File: src/rtl/core_pkg.sv
// Shared types and encodings for the RV32 pipeline hazard controller.
package core_pkg;

    typedef enum logic {
        RUN,
        MC_WAIT
    } hz_state_e;

    localparam logic [1:0] FWD_RF          = 2'b00;
    localparam logic [1:0] FWD_WB          = 2'b01;
    localparam logic [1:0] FWD_MEM         = 2'b10;
    localparam logic [1:0] RESULT_SRC_LOAD = 2'b01;

endpackage

File: src/rtl/forward_unit.sv
// Operand bypass select for one ALU source; the memory stage wins over writeback.
module forward_unit
    import core_pkg::*;
(
    input  logic [4:0] rs_e_i,
    input  logic [4:0] rd_m_i,
    input  logic [4:0] rd_w_i,
    input  logic       reg_write_m_i,
    input  logic       reg_write_w_i,
    output logic [1:0] fwd_o
);

    always_comb begin
        fwd_o = FWD_RF;
        if (reg_write_m_i && (rd_m_i == rs_e_i) && (rs_e_i != 5'd0)) begin
            fwd_o = FWD_MEM;
        end else if (reg_write_w_i && (rd_w_i == rs_e_i) && (rs_e_i != 5'd0)) begin
            fwd_o = FWD_WB;
        end
    end

endmodule

File: src/rtl/hazard_controller.sv
// Pipeline sequencer: forwarding, load-use/branch stall and flush, and
// multi-cycle execute unit handshake with timeout and stall-cycle counter.
module hazard_controller
    import core_pkg::*;
#(
    parameter int unsigned MC_TIMEOUT = 64,
    parameter int unsigned PERF_W     = 32
) (
    input  logic              clk_i,
    input  logic              rst_i,
    input  logic [4:0]        rs1_d_i,
    input  logic [4:0]        rs2_d_i,
    input  logic [4:0]        rs1_e_i,
    input  logic [4:0]        rs2_e_i,
    input  logic [4:0]        rd_e_i,
    input  logic [4:0]        rd_m_i,
    input  logic [4:0]        rd_w_i,
    input  logic              reg_write_m_i,
    input  logic              reg_write_w_i,
    input  logic [1:0]        result_src_e_i,
    input  logic              pc_src_e_i,
    input  logic              mc_op_e_i,
    input  logic              mc_done_i,
    output logic              mc_start_o,
    output logic [1:0]        forward_ae_o,
    output logic [1:0]        forward_be_o,
    output logic              stall_f_o,
    output logic              stall_d_o,
    output logic              stall_e_o,
    output logic              flush_d_o,
    output logic              flush_e_o,
    output logic              flush_m_o,
    output logic              mc_timeout_o,
    output logic [PERF_W-1:0] stall_count_o
);

    localparam int unsigned    TW         = $clog2(MC_TIMEOUT);
    localparam logic [TW-1:0]  TIMER_LAST = TW'(MC_TIMEOUT - 1);

    hz_state_e         state_q, state_d;
    logic [TW-1:0]     timer_q, timer_d;
    logic [PERF_W-1:0] count_q;
    logic              timeout_q, timeout_set;
    logic [1:0]        fwd_a, fwd_b;
    logic              lw_stall;

    forward_unit u_fwd_a (
        .rs_e_i        (rs1_e_i),
        .rd_m_i        (rd_m_i),
        .rd_w_i        (rd_w_i),
        .reg_write_m_i (reg_write_m_i),
        .reg_write_w_i (reg_write_w_i),
        .fwd_o         (fwd_a)
    );

    forward_unit u_fwd_b (
        .rs_e_i        (rs2_e_i),
        .rd_m_i        (rd_m_i),
        .rd_w_i        (rd_w_i),
        .reg_write_m_i (reg_write_m_i),
        .reg_write_w_i (reg_write_w_i),
        .fwd_o         (fwd_b)
    );

    assign forward_ae_o = rst_i ? FWD_RF : fwd_a;
    assign forward_be_o = rst_i ? FWD_RF : fwd_b;

    assign lw_stall = (result_src_e_i == RESULT_SRC_LOAD) && (rd_e_i != 5'd0) &&
                      ((rd_e_i == rs1_d_i) || (rd_e_i == rs2_d_i));

    // Controls are gated by rst_i so they drop as soon as reset asserts.
    always_comb begin
        state_d     = state_q;
        timer_d     = timer_q;
        timeout_set = 1'b0;
        mc_start_o  = 1'b0;
        stall_f_o   = 1'b0;
        stall_d_o   = 1'b0;
        stall_e_o   = 1'b0;
        flush_d_o   = 1'b0;
        flush_e_o   = 1'b0;
        flush_m_o   = 1'b0;
        if (!rst_i) begin
            unique case (state_q)
                RUN: begin
                    if (mc_op_e_i) begin
                        mc_start_o = 1'b1;
                        stall_f_o  = 1'b1;
                        stall_d_o  = 1'b1;
                        stall_e_o  = 1'b1;
                        flush_m_o  = 1'b1;
                        state_d    = MC_WAIT;
                        timer_d    = '0;
                    end else begin
                        stall_f_o = lw_stall;
                        stall_d_o = lw_stall;
                        flush_d_o = pc_src_e_i;
                        flush_e_o = lw_stall | pc_src_e_i;
                    end
                end
                MC_WAIT: begin
                    if (mc_done_i) begin
                        state_d = RUN;
                    end else if (timer_q == TIMER_LAST) begin
                        state_d     = RUN;
                        timeout_set = 1'b1;
                    end else begin
                        stall_f_o = 1'b1;
                        stall_d_o = 1'b1;
                        stall_e_o = 1'b1;
                        flush_m_o = 1'b1;
                        timer_d   = timer_q + 1'b1;
                    end
                end
                default: state_d = RUN;
            endcase
        end
    end

    always_ff @(posedge clk_i or posedge rst_i) begin
        if (rst_i) begin
            state_q   <= RUN;
            timer_q   <= '0;
            count_q   <= '0;
            timeout_q <= 1'b0;
        end else begin
            state_q   <= state_d;
            timer_q   <= timer_d;
            timeout_q <= timeout_q | timeout_set;
            if (stall_f_o && (count_q != '1)) begin
                count_q <= count_q + 1'b1;
            end
        end
    end

    assign mc_timeout_o  = timeout_q;
    assign stall_count_o = count_q;

endmodule

File: config.mk
export PLATFORM = sky130hd
export DESIGN_NAME = hazard_controller
export DESIGN_NICKNAME = d
export VERILOG_FILES = /design/src/rtl/core_pkg.sv /design/src/rtl/forward_unit.sv /design/src/rtl/hazard_controller.sv
export SDC_FILE = /design/constraint.sdc
export NUM_CORES = 1
export LEC_CHECK = 0
export ABC_CLOCK_PERIOD_IN_PS = 2100
export BUFFER_PORTS_ARGS = -buffer_cell sky130_fd_sc_hd__buf_4
export CAP_MARGIN = 5
export CORE_ASPECT_RATIO = 0.75
export CORE_MARGIN = 4
export CORE_UTILIZATION = 50
export CTS_CLUSTER_SIZE = 30
export DETAILED_ROUTE_END_ITERATION = 8
export PLACE_DENSITY = 0.89
export RECOVER_POWER = 100
export SLEW_MARGIN = 5
export SYNTH_ARGS = -nofsm -noshare
export SYNTH_HDL_FRONTEND = slang
export SYNTH_SLANG_ARGS = --single-unit
File: constraint.sdc
create_clock -name clk_i -period 2.1 [get_ports clk_i]
set_input_delay 0.42 -clock clk_i [delete_from_list [all_inputs] [get_ports clk_i]]
set_output_delay 0.42 -clock clk_i [all_outputs]
set_load 0.005 [all_outputs]
==> results.md <==
* Status: finished with violations
* Failing checks: setup timing
* Share of layout cells above drive strength 1 at 48.5%
* Buffers added on ports at 87
* Top_reg_cell synth: dfrtp_1
* N_diodes at 0
* Peak supply drop at 0.653 mV
* Post-synth top area cell: dfrtp_1
* Most frequent cell after synthesis: dfrtp_1
* P_int at 1.55 mW
* Residual DRC at 0
* Worst R2R Setup Slack at -210 ps
* Drt via density at 6.30
* Vias at 2928
* Final worst path period need at 2310 ps
* Combinational share of power at 36.2%
* FF-to-FF path depth at 9
* Die Span Y at 67.9 um
* Synth Net Count at 295
* Seq cells post-synth at 40
* Slew Viols, Final at 0
* Vias in the first global route at 2803
* FP Rows at 21
* Clk root buf: clkbuf_8
* Global placer's final weighted congestion at 0.895
* Pre-antenna DRT Iters at 8
* FILL cells at 211
* Hold Crit Start: mc_done_i
* PwrDens at 591 mW/mm^2
* CTS Sinks at 40
* FF-to-FF End: stall_count_o[11]
* Worst Hold Class: in2reg
* CTS tree: done
* NetSw at 0.803 mW
* Switching fraction of total power at 34.1%
* Core footprint at 0.00455 sq mm
* Async S/R FF share, synth at 100%
* Synth unique cells at 36
* Critical path type: reg2reg
* Clock skew at 12.9 ps
* Worst-case headroom to the max-slew limit at 34.2%
* Die width at 87.9 um
* Fmax at 434 MHz
* Initial antenna violation count at 0
* Worst-case clock buffer depth at 2
* DP HPWL at 5.66 mm
* First-pass GRT wire length at 14.1 mm
* Hold Path End: mc_timeout_o
* Min Hold Slack at 317 ps
* GRT Total Usage at 32.0%
* Synth top area share at 41.8%
* Setup ws final at -207 ps
* Finished Core Util at 87.7%
* Yosys warns at 0
* Num CTS Buffers at 5
* Worst Max-Slew Pin Slew at 988 ps
* Synth-to-layout area growth at 66.5%
* Avg WL per Cell at 23.0 um
* Synth top area cells: dfrtp_1 (42%), xnor2_1 (14%), xor2_1 (9.1%), nand3_1 (5.2%), nand4_1 (3.4%)
* CTS HTree Levels at 2
* Flop pwr share at 39.8%
* Final worst-path cycle share at 110%
* Nets at 453
* Unrepaired setup endpoints after global routing: yes
* Fin. Hold Viols at 0
* RR Startpoint: stall_count_o[11]
* CTS clk-pin slew, worst paths at 90 ps
* Synth cell count leaders: dfrtp_1 (40), xnor2_1 (39), nand3_1 (25), xor2_1 (25), nor2_1 (20)
* Syn avg cell area at 9.62 sq um
* Max cap viols at 0
* IO Count at 88
* Lkg Pwr at 1.96 nW
* Post-synth EDFFs at 0
* Iter 0 DRT Violations at 343
* Initial core utilization at 52.7%
* Post-DRT Antenna Nets at 0
* Arr. time, crit path at 2520 ps
* Hold Crit Depth at 2
* Clock share of power at 23.9%
* Largest net degree at the start of global routing at 41
* CP endpoint kind: flip-flop
* Critical Path Start Type: flip-flop
* Grt total ovfl at 0
* Clk_lat worst skew at 330 ps
* Post-Syn Area at 0.00239 sq mm
* Die ar. at 0.00597 sq mm
* Worst EP required at 2310 ps
* Synth Instances at 249
* Post-Route WL at 10.7 mm
* Total design power at 2.36 mW
* CP Max Fanout at 5
* Count of final setup violators at 31
* Post-synthesis sequential area ratio at 41.8%
worst max path at each step:
stage	startpoint	endpoint	slack (ps)	depth (start not counted)
after floorplan	rd_e_i[1]	stall_count_o[1]	20	6
after global placement	rd_e_i[1]	stall_f_o	-120	7
after detailed placement	rd_e_i[1]	stall_count_o[19]	-200	9
after CTS	rs1_e_i[2]	forward_ae_o[0]	2	6
after global routing	stall_count_o[11]	stall_count_o[11]	-230	9
final	stall_count_o[11]	stall_count_o[11]	-210	9
power groups by stage:
stage	Combinational [mW]	Clock (mW)	Sequential, mW
after CTS	0.729	0.535	0.931
after detailed placement	0.658	0	0.942
after global placement	0.633	0	0.936
final	0.854	0.564	0.939
after floorplan	0.287	0	0.957
after global routing	0.906	0.613	0.944
state kept, by name, indices dropped and copies added, names as in the netlist:
| signal | cells |
|---|---|
| timer_q | 6 |
| stall_count_o | 32 |
| mc_timeout_o | 1 |
| state_q | 1 |
through the flow:
step                setup TNS (ps)  worst slack, ps  cells  area [sq um]
global route                 -4850             -232    465          3990
finish                       -2890             -207    465          3990
floorplan                        0             16.4    249          2390
detailed placement           -4870             -199    437          3460
global placement             -2280             -124    437          3460
CTS                              0             1.85    455          3720
layout make-up:
type / instances / area, sq um / share of cell area (%)
Clock buffer: 8 / 90.1 / 2.26
Inverter: 7 / 26.3 / 0.659
Tap cell: 57 / 71.3 / 1.79
Timing Repair Buffer: 158 / 1260 / 31.6
Multi-Input combinational cell: 195 / 1540 / 38.6
Sequential cell: 40 / 1000 / 25.1
critical path, stage by stage (launching register included):
cell and delay, ps:
dfrtp_1 450, nand4_4 150, nor4_4 340, nand4_1 250, o311ai_4 280, buf_6 170
buf_12 130, buf_4 120, nor3_1 50, xor2_1 260
timing repair:
item | CTS | global route
pin swaps | 11 | 23
gates cloned | 0 | 2
hold buffers | 0 | 0
resized for setup | 19 | 32
buffers inserted | 11 | 9
setup endpoints to repair | 26 | 36
cells by family (layout without fill, tap and decap cells):
family	after synthesis	in the layout	synth area share (%)
compound gates	17	17	5.96
xor+xnor	64	64	23.4
fa+ha+maj	2	2	1.04
buf+inv	14	173	3.19
flops	40	40	41.8
mux	1	1	0.470
simple gates	111	111	24.1
cells in the final DEF (no fill, tap or decap), drive strengths merged, types with 2 or more instances in the layout:
cell	Yosys	final
buf	5	148
dfrtp	40	40
xnor2	39	39
xor2	25	25
nand3	25	25
nor2	20	20
clkbuf	2	18
nand2	14	14
nand4	14	14
nor3	14	14
inv	7	7
nor4	7	7
and2	6	6
o21ai	5	5
and3	4	4
or4	3	3
nor2b	2	2
a21oi	2	2
o21a	2	2
ha	2	2
routing by layer:
metal | up-vias | part of all wire (%) | track usage [%]
met3 | 84 | 11 | 10.1
met1 | 1399 | 35 | 37.2
met5 | - | 0 | 0
met4 | 0 | 7.6 | 16.9
li1 | 1189 | - | -
met2 | 256 | 46 | 53.4
No activity file was read; power rests on OpenSTA's default activity.
